--- src/rtl/fp_add_arbiter.sv ---
// Round-robin arbiter sharing one floating-point adder between NREQ requesters.
// Each grant resets the adder, strobes start, then waits for ready or a timeout.
module fp_add_arbiter #(
  parameter int expWidth      = 7,
  parameter int mantissaWidth = 24,
  parameter int NREQ          = 4,
  parameter int TIMEOUT       = 200,
  localparam int W            = expWidth + mantissaWidth + 1
) (
  input  logic              clk,
  input  logic              reset,
  input  logic [NREQ-1:0]   req,
  input  logic [NREQ*W-1:0] op_a,
  input  logic [NREQ*W-1:0] op_b,
  output logic [NREQ-1:0]   done,
  output logic              err,
  output logic [W-1:0]      result,
  output logic              busy,
  output logic [2:0]        grant_id,
  output logic [W-1:0]      add_a,
  output logic [W-1:0]      add_b,
  output logic              add_start,
  output logic              add_rst_n,
  input  logic              add_ready,
  input  logic [W-1:0]      add_s
);

  typedef enum logic [2:0] {IDLE, CLEAR, LAUNCH, BUSY, DONE} state_t;

  localparam logic [15:0] TO_CYC = 16'(TIMEOUT);

  state_t            state_q, state_d;
  logic [2:0]        ptr_q, ptr_d;
  logic [2:0]        gid_q, gid_d;
  logic [15:0]       cnt_q, cnt_d;
  logic [W-1:0]      a_q, a_d, b_q, b_d;
  logic [W-1:0]      res_q, res_d;
  logic              tout_q, tout_d;
  logic [NREQ-1:0]   done_q, done_d;
  logic              err_q, err_d;
  logic              start_q, start_d;
  logic              arst_q, arst_d;
  logic              busy_q, busy_d;

  logic              found;
  logic [2:0]        win;
  logic [3:0]        idx;
  logic [W-1:0]      win_a, win_b;

  // Scan upward from ptr with wrap; the first requesting index wins.
  always_comb begin
    found = 1'b0;
    win   = '0;
    idx   = '0;
    win_a = '0;
    win_b = '0;
    for (int unsigned i = 0; i < NREQ; i++) begin
      idx = 4'(ptr_q) + 4'(i);
      if (idx >= 4'(NREQ)) idx = idx - 4'(NREQ);
      for (int unsigned j = 0; j < NREQ; j++) begin
        if (!found && req[j] && (idx == 4'(j))) begin
          found = 1'b1;
          win   = 3'(j);
        end
      end
    end
    for (int unsigned j = 0; j < NREQ; j++) begin
      if (win == 3'(j)) begin
        win_a = op_a[j*W +: W];
        win_b = op_b[j*W +: W];
      end
    end
  end

  // Strobe outputs are registered from the current state, so each appears
  // one cycle after the state that owns it (add_start lands in the first BUSY cycle).
  always_comb begin
    state_d = state_q;
    ptr_d   = ptr_q;
    gid_d   = gid_q;
    cnt_d   = cnt_q;
    a_d     = a_q;
    b_d     = b_q;
    res_d   = res_q;
    tout_d  = tout_q;
    done_d  = '0;
    err_d   = 1'b0;
    start_d = 1'b0;
    arst_d  = 1'b1;
    unique case (state_q)
      IDLE: begin
        if (found) begin
          gid_d   = win;
          a_d     = win_a;
          b_d     = win_b;
          tout_d  = 1'b0;
          state_d = CLEAR;
        end
      end
      CLEAR: begin
        arst_d  = 1'b0;
        state_d = LAUNCH;
      end
      LAUNCH: begin
        start_d = 1'b1;
        cnt_d   = '0;
        state_d = BUSY;
      end
      BUSY: begin
        cnt_d = cnt_q + 16'd1;
        if (add_ready) begin
          res_d   = add_s;
          state_d = DONE;
        end else if (cnt_d >= TO_CYC) begin
          res_d   = '1;
          tout_d  = 1'b1;
          state_d = DONE;
        end
      end
      DONE: begin
        for (int unsigned i = 0; i < NREQ; i++) begin
          done_d[i] = (gid_q == 3'(i));
        end
        err_d   = tout_q;
        ptr_d   = (gid_q >= 3'(NREQ - 1)) ? 3'd0 : gid_q + 3'd1;
        state_d = IDLE;
      end
      default: state_d = IDLE;
    endcase
    busy_d = (state_d != IDLE);
  end

  always_ff @(posedge clk or negedge reset) begin
    if (!reset) begin
      state_q <= IDLE;
      ptr_q   <= '0;
      gid_q   <= '0;
      cnt_q   <= '0;
      a_q     <= '0;
      b_q     <= '0;
      res_q   <= '0;
      tout_q  <= 1'b0;
      done_q  <= '0;
      err_q   <= 1'b0;
      start_q <= 1'b0;
      arst_q  <= 1'b0;
      busy_q  <= 1'b0;
    end else begin
      state_q <= state_d;
      ptr_q   <= ptr_d;
      gid_q   <= gid_d;
      cnt_q   <= cnt_d;
      a_q     <= a_d;
      b_q     <= b_d;
      res_q   <= res_d;
      tout_q  <= tout_d;
      done_q  <= done_d;
      err_q   <= err_d;
      start_q <= start_d;
      arst_q  <= arst_d;
      busy_q  <= busy_d;
    end
  end

  assign done      = done_q;
  assign err       = err_q;
  assign result    = res_q;
  assign busy      = busy_q;
  assign grant_id  = gid_q;
  assign add_a     = a_q;
  assign add_b     = b_q;
  assign add_start = start_q;
  assign add_rst_n = arst_q;

endmodule

--- config.mk ---
export PLATFORM = sky130hd
export DESIGN_NAME = fp_add_arbiter
export DESIGN_NICKNAME = d
export VERILOG_FILES = /design/src/rtl/fp_add_arbiter.sv
export SDC_FILE = /design/constraint.sdc
export NUM_CORES = 1
export LEC_CHECK = 0
export ABC_CLOCK_PERIOD_IN_PS = 6050
export CAP_MARGIN = 20
export CORE_AREA = 2 2 156 158
export CTS_CLUSTER_SIZE = 16
export DETAILED_ROUTE_END_ITERATION = 8
export DIE_AREA = 0 0 158 160
export PLACE_DENSITY = 0.76
export SLEW_MARGIN = 20
export SYNTH_ARGS = -nofsm -noshare
export SYNTH_HDL_FRONTEND = slang
export SYNTH_SLANG_ARGS = --single-unit
--- constraint.sdc ---
create_clock -name clk -period 6.05 [get_ports clk]
set_input_delay 1.21 -clock clk [delete_from_list [all_inputs] [get_ports clk]]
set_output_delay 1.21 -clock clk [all_outputs]
set_load 0.02 [all_outputs]
==> results.cfg <==
[worst_setup_path]
cp.arrival_ns = 4.67
r2r-start = ptr_q[1]
worst-path-buf-inv = 3
cp-start-kind = primary input
cp_cell_sequence = clkdlybuf4s50_1 -> nor2b_1 -> o32a_2 -> buf_4 -> nand3_2 -> and3_4 -> buf_12 -> o31ai_1 -> a221oi_2
slowest_delay_ns = 0.68
crit_fanout = 80
worst_setup_path_end_kind = register
timing.rr.end = add_b[27]
critPathSlowestCell = nand3_2
cpLargestDelayFamily = simple AND/OR/NAND/NOR gates
r2r_slack_ns = 1.94
reg2regPathDepth = 11
critPathRequiredTime_ns = 6.31
critical_path_class = in2reg
crit_cells = 9

[timing]
fmax_ghz = 0.227
finClkSkew_ns = 0.0142
setup_tns_ns = 0
slew_headroom = 0.334
min_period_over_period = 0.729
slew_violations = 0
setup_viol = 0
min_period_ns = 4.41
tightest_slew_ns = 0.992
rsz0062_at_grt = false
hold_viol = 0

[final_layout]
seqCellArea_um2 = 3200
final_cell_mix = 399 x clkdlybuf4s50_1, 202 x inv_1, 128 x dfrtp_1
multi_input_area_um2 = 4480
drive_gt1_frac = 0.0641
final_common_cell = clkdlybuf4s50_1
syn2layout_area_growth_pct = 52.8
stdcell_count = 1792
fin_area_um2 = 13600
final_nets = 1758
num-fill-cells = 2161

[place]
placed_area_um2 = 13000
io_buffers = 400
place.gp.congestion = 0.894
dp_cells = 1758
dp_hpwl_um = 25500

[job]
maxCapViolations = 0

[pwr]
switching_share = 0.473
p_leak_nw = 5.82
clock_power_share = 0.167
p_comb_frac = 0.600
power_density_nw_per_um2 = 479
ir_drop_mv = 0.280
internal-power_mw = 3.44
p_total_mw = 6.53
p_seq_frac = 0.233
power_switching_mw = 3.09

[synthesis]
syn_area_um2 = 8920
syn_avg_cell_area_um2 = 7.89
ys.flop_type = dfrtp_1
ys_seq_elements = 128
yosysSeqAreaShare = 0.359
synthCells = 1131
synthArstFlopShare = 1.00
synth_warnings = 0
synth-edff-count = 0
post_synth_num_cell_types = 70

[global_route]
grt_overflow = 0
antenna_found_initial = 2
grt_pass1_vias = 10300
grt_pass1_wl_um = 57500
grt_max_degree = 85
grt.total_usage = 0.288

[die]
die_area_um2 = 25300
rows = 57
ios = 402
die_x_um = 158
core_um2 = 23800
start_util = 0.374
die_height_um = 160

[clock_network]
tritoncts = built
cts_sinks = 128
cts_buffer_depth = 2
clock_latency_ns = 0.42
cts.clk_slew.worst_paths_ns = 0.06
cts_buffers = 17
root_buffer = clkbuf_16
htree_num_levels = 4
cts_resized = 0
holdBufCountCts = 0
post_cts_buffers = 0

[run_status]
status = finished clean

[route]
wl_per_cell_um = 20.7
dr.first_iter.drc_count = 904
vias = 10400
ant_nets = 0
wirelength_um = 37000
dr.pass1.iters = 5
drc = 0
viasPerCell = 5.78

[worst_hold_path]
min_path_cells = 2
min_to = tout_q
hp-start = tout_q
worstHoldPathType = reg2reg
==> cell usage after synthesis (3+ instances only) <==
cell,n,area share
inv_1,202,0.085
dfrtp_1,128,0.36
nor2_1,111,0.047
o22ai_1,96,0.067
clkbuf_1,77,0.032
a31oi_1,70,0.049
o31ai_1,67,0.056
a211oi_1,63,0.053
a221oi_1,60,0.059
a21oi_1,42,0.024
nand2_1,32,0.013
buf_2,25,0.014
o21ai_0,21,0.012
ha_1,10,0.014
and3_1,9,0.0063
nor3_1,9,0.0050
nand3_1,8,0.0045
buf_4,7,0.0059
buf_1,6,0.0025
mux2i_1,5,0.0056
nand2b_1,5,0.0035
a21oi_2,4,0.0039
nor2b_1,4,0.0028
a221oi_2,3,0.0050
a22o_1,3,0.0029
buf_6,3,0.0038
nand3_2,3,0.0034
nand4_1,3,0.0021
o32ai_1,3,0.0029
or3_1,3,0.0021
==> final cells by class <==
class / instances / share of cell area
Multi-Input combinational cell: 684 / 0.329
Tap cell: 324 / 0.0297
Clock buffer: 18 / 0.0322
Clock inverter: 14 / 0.0124
Antenna cell: 2 / 0.000367
Sequential cell: 128 / 0.235
Inverter: 202 / 0.0556
Timing Repair Buffer: 420 / 0.306
==> worst max-delay path by stage <==
stage	from	endpoint	slack (ns)
after floorplan	req[3]	add_a[1]	2.84
after global placement	req[0]	add_b[26]	1.35
after detailed placement	req[0]	add_b[5]	1.27
after CTS	req[2]	add_b[27]	1.72
after global routing	req[2]	add_b[12]	1.46
final	req[2]	add_b[27]	1.64
==> tightest hold or removal path, delay by kind of cell (launching register included) <==
family | cells | cell delay (ns)
simple gates | 1 | 0.05
flops | 1 | 0.34
compound gates | 1 | 0.05
==> registers in the layout, summed over array words and instances (netlist names) <==
name	cells
state_q	3
ptr_q	2
busy	1
add_start	1
grant_id	2
cnt_q	16
add_a	32
tout_q	1
err	1
result	32
add_b	32
add_rst_n	1
done	4
==> power by group through the flow <==
| stage | Combinational (mW) | Clock, mW | Sequential (mW) |
|---|---|---|---|
| after floorplan | 2.04 | 0 | 1.84 |
| final | 3.92 | 1.09 | 1.52 |
| after global placement | 3.81 | 0 | 1.51 |
| after global routing | 4.21 | 1.15 | 1.57 |
| after detailed placement | 3.89 | 0 | 1.51 |
| after CTS | 3.89 | 1.10 | 1.51 |
==> per-stage QoR <==
stage	util	hold slack, ns	setup WS, ns
2_1_floorplan	-	0.441	2.84
3_3_place_gp	0.546	0.454	1.35
3_5_place_dp	0.546	0.465	1.27
4_1_cts	0.572	0.479	1.72
5_1_grt	0.572	0.514	1.46
6_report	0.572	0.475	1.64
==> routing by layer <==
layer / vias up / share of wire / global-route usage
li1: 4746 / - / -
met1: 4955 / 0.39 / 0.355
met2: 589 / 0.49 / 0.488
met3: 73 / 0.091 / 0.0811
met4: 0 / 0.027 / 0.0880
met5: - / 0 / 0
==> kinds of logic (layout without fill, tap and decap cells) <==
kind of cell / Yosys count / count (layout) / share of synthesized area
fa+ha+maj: 10 / 10 / 0.0140
other cells: 2 / 7 / 0.000842
buf+inv: 322 / 654 / 0.145
compound gates: 460 / 460 / 0.367
mux: 7 / 7 / 0.00814
simple gates: 201 / 201 / 0.105
flops: 128 / 128 / 0.359
xor+xnor: 1 / 1 / 0.000982
Power figures use the tool's default switching activity.
